$ cat config.mk
export PLATFORM = sky130hd
export DESIGN_NAME = master_spi_adapter
export DESIGN_NICKNAME = d
export VERILOG_FILES = /design/src/rtl/master_spi_adapter.sv
export SDC_FILE = /design/constraint.sdc
export NUM_CORES = 1
export LEC_CHECK = 0
export CORE_MARGIN = 10
export CORE_UTILIZATION = 65
export CTS_CLUSTER_SIZE = 12
export DETAILED_ROUTE_END_ITERATION = 8
export DONT_BUFFER_PORTS = 1
export PLACE_DENSITY = 0.81
export SLEW_MARGIN = 20
export SYNTH_ARGS = -nofsm -noshare
export SYNTH_HDL_FRONTEND = slang
export SYNTH_SLANG_ARGS = --single-unit
$ cat constraint.sdc
create_clock -name clk -period 3.9 [get_ports clk]
set_input_delay 0.78 -clock clk [delete_from_list [all_inputs] [get_ports clk]]
set_output_delay 0.78 -clock clk [all_outputs]
set_load 0.02 [all_outputs]
$ cat src/rtl/master_spi_adapter.sv
// SPI mode-0 master exchanging fixed 32-bit {id[3:0], data[27:0]} frames, MSB first, full duplex.
// Define MASTER_SPI_CHECK_EN to compare each response against an expected frame and count failures.
module master_spi_adapter #(
    parameter int unsigned CLK_DIV = 4
) (
    input  logic        clk,
    input  logic        rst,
    input  logic        start,
    input  logic [3:0]  tx_id,
    input  logic [27:0] tx_data,
    input  logic        exp_en,
    input  logic [3:0]  exp_id,
    input  logic [27:0] exp_data,
    output logic        busy,
    output logic        done,
    output logic [3:0]  rx_id,
    output logic [27:0] rx_data,
    output logic        mismatch,
    output logic [7:0]  err_count,
    output logic        spi_clk,
    output logic        spi_mosi,
    input  logic        spi_miso,
    output logic        spi_cs
);

    typedef enum logic [2:0] {IDLE, SETUP, SHIFT, HOLD, GAP} state_t;

    localparam logic [7:0] DIV_LAST  = 8'(CLK_DIV - 1);
    localparam logic [5:0] LAST_HALF = 6'd63;

    state_t      state;
    state_t      state_next;
    logic [7:0]  div_cnt;
    logic [5:0]  half_cnt;
    logic        sclk_q;
    logic [31:0] tx_sr;
    logic [31:0] rx_sr;
    logic [3:0]  rx_id_q;
    logic [27:0] rx_data_q;
    logic        done_q;
    logic        tick;
    logic        accept;
    logic        rise_evt;
    logic        fall_evt;
    logic        frame_end;

    // Every timed state lasts a whole number of CLK_DIV periods; tick marks the last cycle of one.
    assign tick      = (div_cnt == DIV_LAST);
    assign accept    = (state == IDLE) && start;
    assign rise_evt  = tick && ((state == SETUP) ||
                                (state == SHIFT && !sclk_q && half_cnt != LAST_HALF));
    assign fall_evt  = tick && (state == SHIFT) && sclk_q;
    assign frame_end = tick && (state == HOLD);

    always_ff @(posedge clk) begin
        if (rst) begin
            state <= IDLE;
        end else begin
            state <= state_next;
        end
    end

    always_comb begin
        state_next = state;
        case (state)
            IDLE:    if (start) state_next = SETUP;
            SETUP:   if (tick) state_next = SHIFT;
            SHIFT:   if (tick && half_cnt == LAST_HALF) state_next = HOLD;
            HOLD:    if (tick) state_next = GAP;
            GAP:     if (tick) state_next = IDLE;
            default: state_next = IDLE;
        endcase
    end

    always_comb begin
        busy     = (state != IDLE);
        spi_cs   = (state == IDLE) || (state == GAP);
        spi_mosi = (state == IDLE) ? 1'b0 : tx_sr[31];
    end

    always_ff @(posedge clk) begin
        if (rst || state == IDLE || tick) begin
            div_cnt <= '0;
        end else begin
            div_cnt <= div_cnt + 8'd1;
        end
    end

    // The final half-period after the 32nd fall keeps SCLK low before HOLD.
    always_ff @(posedge clk) begin
        if (rst) begin
            half_cnt <= '0;
            sclk_q   <= 1'b0;
        end else if (state == SETUP) begin
            half_cnt <= '0;
            sclk_q   <= tick;
        end else if (state == SHIFT && tick) begin
            half_cnt <= half_cnt + 6'd1;
            sclk_q   <= (half_cnt != LAST_HALF) && !sclk_q;
        end else if (state != SHIFT) begin
            sclk_q   <= 1'b0;
        end
    end

    // MOSI shifts out zeros behind the frame, so it returns to 0 after the 32nd falling edge.
    always_ff @(posedge clk) begin
        if (rst) begin
            tx_sr <= '0;
        end else if (accept) begin
            tx_sr <= {tx_id, tx_data};
        end else if (fall_evt) begin
            tx_sr <= {tx_sr[30:0], 1'b0};
        end
    end

    always_ff @(posedge clk) begin
        if (rst) begin
            rx_sr <= '0;
        end else if (rise_evt) begin
            rx_sr <= {rx_sr[30:0], spi_miso};
        end
    end

    always_ff @(posedge clk) begin
        if (rst) begin
            rx_id_q   <= '0;
            rx_data_q <= '0;
            done_q    <= 1'b0;
        end else begin
            done_q <= frame_end;
            if (frame_end) begin
                rx_id_q   <= rx_sr[31:28];
                rx_data_q <= rx_sr[27:0];
            end
        end
    end

    assign done    = done_q;
    assign rx_id   = rx_id_q;
    assign rx_data = rx_data_q;
    assign spi_clk = sclk_q;

`ifdef MASTER_SPI_CHECK_EN
    logic        exp_en_q;
    logic [31:0] exp_word_q;
    logic        mismatch_q;
    logic [7:0]  err_q;

    always_ff @(posedge clk) begin
        if (rst) begin
            exp_en_q   <= 1'b0;
            exp_word_q <= '0;
            mismatch_q <= 1'b0;
            err_q      <= '0;
        end else begin
            mismatch_q <= 1'b0;
            if (accept) begin
                exp_en_q   <= exp_en;
                exp_word_q <= {exp_id, exp_data};
            end
            if (frame_end && exp_en_q && rx_sr != exp_word_q) begin
                mismatch_q <= 1'b1;
                if (err_q != 8'hFF) begin
                    err_q <= err_q + 8'd1;
                end
            end
        end
    end

    assign mismatch  = mismatch_q;
    assign err_count = err_q;
`else
    // Expectation inputs have no function in this build.
    logic unused_exp;
    assign unused_exp = ^{exp_en, exp_id, exp_data};
    assign mismatch   = 1'b0;
    assign err_count  = 8'd0;
`endif

endmodule

Word-level counts from Yosys, hierarchy flattened

Cells that the tools add are included.
Widths: inputs -> output; s select.

Bits in registers: 115

Reductions and logical operators: 20
Equal/unequal tests: 13
Add/subtract/negate cells: 2
Multiplexer cells: 12

Operators by type and width:

| kind                | number |
|---|---|
| $mux 32             | 2 |
| $mux 3              | 5 |
| $pmux 3 s5          | 1 |
| $logic_and 1x1->1   | 9 |
| $add 8x1->8 const B | 1 |
| $eq 8x2->1 const B  | 1 |
| $ne 2x2->1 const B  | 4 |
| $add 6x1->6 const B | 1 |
| $eq 3x2->1 const B  | 2 |
| $eq 6x6->1 const B  | 1 |
| $ne 6x6->1 const B  | 1 |
| $reduce_bool 3->1   | 2 |
| $reduce_and 5->1    | 1 |
| $logic_or 1x1->1    | 4 |
| $mux 1              | 4 |
| $eq 3x1->1 const B  | 1 |
| $eq 3x3->1 const B  | 1 |
| $logic_not 3->1     | 1 |
| $ne 3x2->1 const B  | 1 |
| $ne 2x1->1 const B  | 1 |
| $reduce_bool 2->1   | 1 |
| $reduce_or 2->1     | 1 |
| $logic_not 1->1     | 1 |

Logic depth before layout (Yosys ltp)

Gate-level depths: netlist of run 1.

Depth after elaboration: 5
Gate-level depth with buffers: 8

Least setup slack after synthesis of run 1

No wires, ideal clock.

Kind: flip-flop to flip-flop
Start point: register div_cnt[0]
End point: register rx_data_q[22] (netlist: rx_data[22])
Cell stages (with the launch flop): 9
Path buffers: 3
Clock period less this slack: 2.180 ns
Data arrival time: 2.047 ns
Setup slack: 1.720 ns
Setup time: 0.132 ns
Cells stage by stage: dfxtp_1 ha_1 or4b_1 buf_2 or4_4 buf_6 buf_6 nand2_1 a21oi_1

Longest elaborated chain between the ends: 2

RTL lines:

| item                   | RTL line | source |
|---|---|---|
| from (decl)            | 33       | `logic [7:0] div_cnt;` |
| from (signal assigned) | 85       | `div_cnt <= div_cnt + 8'd1;` |
| $eq 8x2->1             | 48       | `assign tick = (div_cnt == DIV_LAST);` |
| $logic_and 1x1->1      | 53       | `assign frame_end = tick && (state == HOLD);` |
| to (signal assigned)   | 133      | `rx_data_q <= rx_sr[27:0];` |
| to (decl)              | 39       | `logic [27:0] rx_data_q;` |

No other way between the ends.
A chain may end at the register's enable or synchronous reset.

Final worst setup path of run 1

Start point: register div_cnt[0]
End point: register rx_sr[0]

Longest elaborated chain between the ends: 2

RTL lines:

| item                 | RTL line | source |
|---|---|---|
| $eq 8x2->1           | 48       |  |
| $logic_and 1x1->1    | 50       | `assign rise_evt = tick && ((state == SETUP) \|\|` |
| to (signal assigned) | 120      | `rx_sr <= {rx_sr[30:0], spi_miso};` |
| to (decl)            | 37       | `logic [31:0] rx_sr;` |

No other way between the ends.

==> flow_summary.toml, run 1 <==
[flow_run]
maxCapViolCount = 0

[setup_path]
path_delay_family = "simple AND/OR/NAND/NOR gates"
rr_worst_depth = 6
path_cells = "ha_1, or4b_1, nor2_2, buf_12, mux2_2, o311ai_0"
slowest_stage = "or4b_1"
crit_fanout = 29
worst_setup_path_end_kind = "register"
required_ns = 4.31
cp_slowest_stage_delay_ns = 0.89
cp_data_arrival_time_ns = 3.31
cp-start-kind = "register"
path_buf_inv = 1
path_depth = 6
crit_type = "reg -> reg"
r2r_slack_ns = 1.00

[layout]
antennaDiodeCount = 0
area_growth_pct = 8.85
nNetsFinal = 670
fin_area_sq_mm = 0.00594
layout_commonest_cell = "dfxtp_1"
drive_gt1_frac = 0.0917
layout_common_cells = "dfxtp_1 (115), nand2_1 (72), a21oi_1 (38)"

[global_routing]
grt.overflow.total = 0
grt_pass1_wl_mm = 21.9
grt_max_degree = 102
grt_pass1_vias = 4473
grtUsageTotal = 0.202
antenna_found_initial = 0

[synthesis]
ys_types = 46
netlist_area_sq_mm = 0.00546
synth_warnings = 0
synth_edf_count = 0
ys_seq_area_frac = 0.422
async_reset_ff_frac = 0
syn_avg_cell_area_sq_um = 8.56
synth_ff_type = "dfxtp_1"
synth_cells = 638
synth-seq-cells = 115

[floorplanning]
core_area_sq_mm = 0.00818
start_util = 0.668
io_pins = 115
core.rowCount = 33
die_x_um = 112
dieHeight_um = 112
die-area_sq_mm = 0.0125

[timing]
max-slew-margin-rel = 0.351
fmax_mhz = 345
drv_slew = 0
setup_violations = 0
period_minus_slack_ns = 2.90
period_share = 0.743
grt_setup_unrepaired = "no"
tns_ns = 0
hold_violations = 0
fin_worst_skew_ns = 0.0108
worst_pin_slew_ns = 0.973

[route]
first_iter_violations = 346
num_vias = 4744
viasPerCell = 6.63
drt-wirelength-per-cell_um = 18.1
first_pass_iters = 6
detail-route-antenna-nets = 0
wl_mm = 13.0
drc_errors = 0

[clock_tree]
cts_buffers = 17
htreeDepth = 4
clockRootBuffer = "clkbuf_8"
post_cts_buffers = 0
clkTransAtPathRegs_ns = 0.06
cts_tree = "built"
cts_resized = 0
cts_sinks = 115
clk_path_buf_depth = 2
clock_latency_ns = 0.52
cts_hold_buf = 0

[worst_hold_path]
hp-class = "in -> reg"
min_path_cells = 1

[place]
gp_routability_congestion = 0.798
placed_cell_area_sq_mm = 0.00537
io_buffers = 0
hpwlAfterDp_mm = 8.00

[power_and_ir_drop]
ir_worst_vdd_mv = 0.300
p_per_area_mw_per_mm2 = 483
leakage_nw = 1.88

[run_status]
status = "finished clean"
-- report_power, final --
part	internal (W)	switching [W]	leakage [nW]
Combinational	0.0000654	0.000102	0.676
Sequential	0.00121	0.0000193	0.933
Clock	0.000951	0.000524	0.269
-- through the flow --
stage               instances   util  setup slack (ns)  power, W  hold WS (ns)
floorplan                 646      -              1.72   0.00141         0.437
CTS                       716  0.727              1.04   0.00288         0.325
finish                    716  0.727              1.00   0.00287         0.333
global placement          685  0.657              1.16   0.00141         0.452
detailed placement        685  0.657              1.05   0.00142         0.469
global route              716  0.727             0.816   0.00296         0.321
-- flip-flops by register name (all words and copies together) (netlist names) --
name and cells:
rx_sr 32, tx_sr 32, rx_data 28, div_cnt 8, half_cnt 6, rx_id 4
state 3, done 1, spi_clk 1
-- worst paths after layout --
path                                    end  startpoint
worst min-delay path            rx_data[21]         rst
worst min register to register   rx_data[0]    rx_sr[0]
worst max-delay path               rx_sr[0]  div_cnt[0]
worst max register to register     rx_sr[0]  div_cnt[0]
-- layer usage --
layer  routed length [um]  track usage  vias to the layer above  share of wire
met4                  150       0.0703                        0          0.012
li1                     -            -                     2299              -
met3                 1260       0.0843                       20          0.098
met5                    0            0                        -              0
met2                 6240        0.314                      193           0.48
met1                 5300        0.246                     2232           0.41
-- synth_stat cells, types with 2 or more instances --
cell type / n / area share
dfxtp_1: 115 / 0.42
nand2_1: 72 / 0.050
clkbuf_1: 43 / 0.030
a21oi_1: 39 / 0.036
nand4_1: 35 / 0.040
nor3_1: 35 / 0.032
o311ai_0: 32 / 0.051
a211oi_1: 31 / 0.043
a31oi_1: 31 / 0.036
mux2i_1: 31 / 0.057
nand2b_1: 31 / 0.036
nor4_1: 31 / 0.036
buf_2: 21 / 0.019
nor2_1: 15 / 0.010
nand3_1: 13 / 0.012
xor2_1: 10 / 0.016
buf_4: 9 / 0.012
and3_1: 5 / 0.0057
buf_6: 4 / 0.0083
inv_1: 4 / 0.0027
buf_1: 3 / 0.0021
and2_1: 2 / 0.0023
ha_1: 2 / 0.0046
xnor2_1: 2 / 0.0032
-- logic make-up (layout without fill, tap and decap cells) --
| logic type | after synthesis | after routing | synth area share |
|---|---|---|---|
| AND/OR/NAND/NOR | 253 | 253 | 0.247 |
| AO/OA/AOI/OAI | 139 | 139 | 0.174 |
| flip-flops | 115 | 115 | 0.422 |
| buffers and inverters | 84 | 49 | 0.0743 |
| multiplexers | 32 | 32 | 0.0589 |
| XOR/XNOR | 12 | 12 | 0.0193 |
| adder cells (fa/ha/maj) | 2 | 2 | 0.00458 |
| other | 1 | 9 | 0.000687 |
-- final cells by class --
cell class	instances	area, sq um
Multi-Input combinational cell	447	2810
Sequential cell	115	2300
Fill cell	618	2230
Clock buffer	22	463
Tap cell	105	131
Timing Repair Buffer	14	118
Clock inverter	9	105
Inverter	4	15.0
(Power assumes the default switching activity.)
==> run 2, diff against run 1 <==
--- a/config.mk
+++ b/config.mk
@@ -5,12 +5,13 @@
 export SDC_FILE = /design/constraint.sdc
 export NUM_CORES = 1
 export LEC_CHECK = 0
+export ABC_AREA = 1
 export CORE_MARGIN = 10
-export CORE_UTILIZATION = 65
+export CORE_UTILIZATION = 63
 export CTS_CLUSTER_SIZE = 12
 export DETAILED_ROUTE_END_ITERATION = 8
 export DONT_BUFFER_PORTS = 1
-export PLACE_DENSITY = 0.81
+export PLACE_DENSITY = 0.79
 export SLEW_MARGIN = 20
 export SYNTH_ARGS = -nofsm -noshare
 export SYNTH_HDL_FRONTEND = slang
==> constraint.sdc (replaced) <==
create_clock -name clk -period 2.8 [get_ports clk]
set_input_delay 0.56 -clock clk [delete_from_list [all_inputs] [get_ports clk]]
set_output_delay 0.56 -clock clk [all_outputs]
set_load 0.02 [all_outputs]
==> flow_summary.toml, run 2 <==
[global_routing]
grt_pass1_wl_mm = 17.5
grtUsageTotal = 0.180
grt_pass1_vias = 3900
grt_max_degree = 66
antenna_found_initial = 0
grt.overflow.total = 0

[clock_tree]
clockRootBuffer = "clkbuf_8"
cts_sinks = 115
clock_latency_ns = 0.51
clk_path_buf_depth = 2
htreeDepth = 4
post_cts_buffers = 0
cts_resized = 0
cts_hold_buf = 0
cts_tree = "built"
cts_buffers = 17
clkTransAtPathRegs_ns = 0.06

[place]
hpwlAfterDp_mm = 6.60
gp_routability_congestion = 0.887
io_buffers = 0

[synthesis]
ys_top_cells_by_area = "dfxtp_1 (46%), nor2_1 (13%), nand2_1 (12%)"
synth_top_area_share = 0.463
synth_commonest_cells = "nor2_1 (178), nand2_1 (156), dfxtp_1 (115)"
ys_seq_area_frac = 0.463
synth_edf_count = 0
synth-seq-cells = 115
async_reset_ff_frac = 0
syn_avg_cell_area_sq_um = 7.07
synth_most_common_cell = "nor2_1"
netlist_area_sq_mm = 0.00497
synth_warnings = 0
synth_cells = 703
synth_ff_type = "dfxtp_1"
yosys.area.top_type = "dfxtp_1"
ys_types = 27

[timing]
hold_violations = 0
setup_violations = 0
period_share = 0.803
period_minus_slack_ns = 2.25
fin_worst_skew_ns = 0.00781
max-slew-margin-rel = 0.601
fmax_mhz = 445
grt_setup_unrepaired = "no"
tns_ns = 0
drv_slew = 0
worst_pin_slew_ns = 0.598

[layout]
layout_commonest_cell = "nor2_1"
nNetsFinal = 757
fin_util = 0.718
layout_common_cells = "nor2_1 (178), nand2_1 (156), dfxtp_1 (115)"
area_growth_pct = 11.1
antennaDiodeCount = 0
drive_gt1_frac = 0.0860

[floorplanning]
die_x_um = 109
io_pins = 115
core.rowCount = 32
die-area_sq_mm = 0.0118
core_area_sq_mm = 0.00769
dieHeight_um = 109
start_util = 0.647

[setup_path]
r2r_start = "div_cnt[0]"
crit_fanout = 4
crit_type = "reg -> out"
cp_common_cell = "inv_2"
cp_slowest_stage_delay_ns = 0.41
slowest_stage = "dfxtp_1"
path_buf_inv = 2
cp-start-kind = "register"
path_delay_family = "simple AND/OR/NAND/NOR gates"
worst_setup_path_end_kind = "output pin"
worstReg2RegEnd = "rx_sr[1]"
required_ns = 2.24
cp_data_arrival_time_ns = 1.69
r2r_slack_ns = 0.71
rr_worst_depth = 10
path_cells = "inv_2, nand2_1, inv_2, nor2_1"

[route]
wl_mm = 10.2
first_pass_iters = 4
drt-wirelength-per-cell_um = 12.8
viasPerCell = 5.27
drc_errors = 0
detail-route-antenna-nets = 0
num_vias = 4218
first_iter_violations = 205

[run_status]
status = "finished clean"

[worst_hold_path]
hp-start = "rst"
holdPathEnd = "spi_clk"
hp-class = "in -> reg"
min_path_cells = 1

[power_and_ir_drop]
p_per_area_mw_per_mm2 = 933
ir_worst_vdd_mv = 0.623
leakage_nw = 2.39

[flow_run]
maxCapViolCount = 0
-- run 2: layout make-up --
cell class / count / area [sq um]
Multi-Input combinational cell: 524 / 2330
Sequential cell: 115 / 2300
Clock buffer: 17 / 414
Tap cell: 102 / 128
Inverter: 21 / 78.8
Clock inverter: 14 / 203
Timing Repair Buffer: 7 / 65.1
Fill cell: 604 / 2160
-- run 2: metal layers --
layer	track usage	share of wire	up-vias
li1	-	-	2194
met1	0.201	0.43	1904
met2	0.303	0.48	101
met3	0.0678	0.073	19
met4	0.0706	0.017	0
met5	0	0	-
-- run 2: cell families after synthesis --
family,Yosys count,share of synthesized area
AO/OA/AOI/OAI,80,0.0808
XOR/XNOR,4,0.00705
adder cells (fa/ha/maj),2,0.00503
buffers and inverters,72,0.0750
flip-flops,115,0.463
other,1,0.000754
AND/OR/NAND/NOR,429,0.368
-- run 2: worst max-delay path by stage --
stage	cells past startpoint	end	slack [ns]	start
finish	4	spi_mosi	0.55	state[1]
global route	4	spi_mosi	0.46	state[1]
CTS	4	spi_mosi	0.51	state[1]
detailed placement	10	rx_sr[7]	0.76	div_cnt[0]
global placement	9	rx_sr[2]	0.81	div_cnt[0]
floorplan	10	rx_sr[15]	1.22	div_cnt[0]
-- run 2: worst register-to-register path, delay by kind of cell (launching register included) --
family | cells | cell delay (ns)
adder cells (fa/ha/maj) | 1 | 0.20
flip-flops | 1 | 0.35
buffers and inverters | 1 | 0.32
AND/OR/NAND/NOR | 8 | 1.13
-- run 2: through the flow --
| stage | instance area, sq um | hold slack, ns | power [W] | worst slack (ns) | cells |
|---|---|---|---|---|---|
| floorplan | 5000 | 0.418 | 0.00282 | 1.22 | 711 |
| global route | 5520 | 0.0972 | 0.00545 | 0.459 | 800 |
| finish | 5520 | 0.116 | 0.00515 | 0.550 | 800 |
| CTS | 5520 | 0.0889 | 0.00520 | 0.506 | 800 |
| global placement | 4910 | 0.429 | 0.00291 | 0.815 | 769 |
| detailed placement | 4910 | 0.440 | 0.00295 | 0.765 | 769 |
-- run 2: power breakdown --
group          leakage [nW]  internal, W  switching [W]  total, W
Clock                 0.299      0.00145       0.000783   0.00223
Sequential            0.933      0.00182       0.000106   0.00192
Combinational          1.16     0.000311       0.000684  0.000995
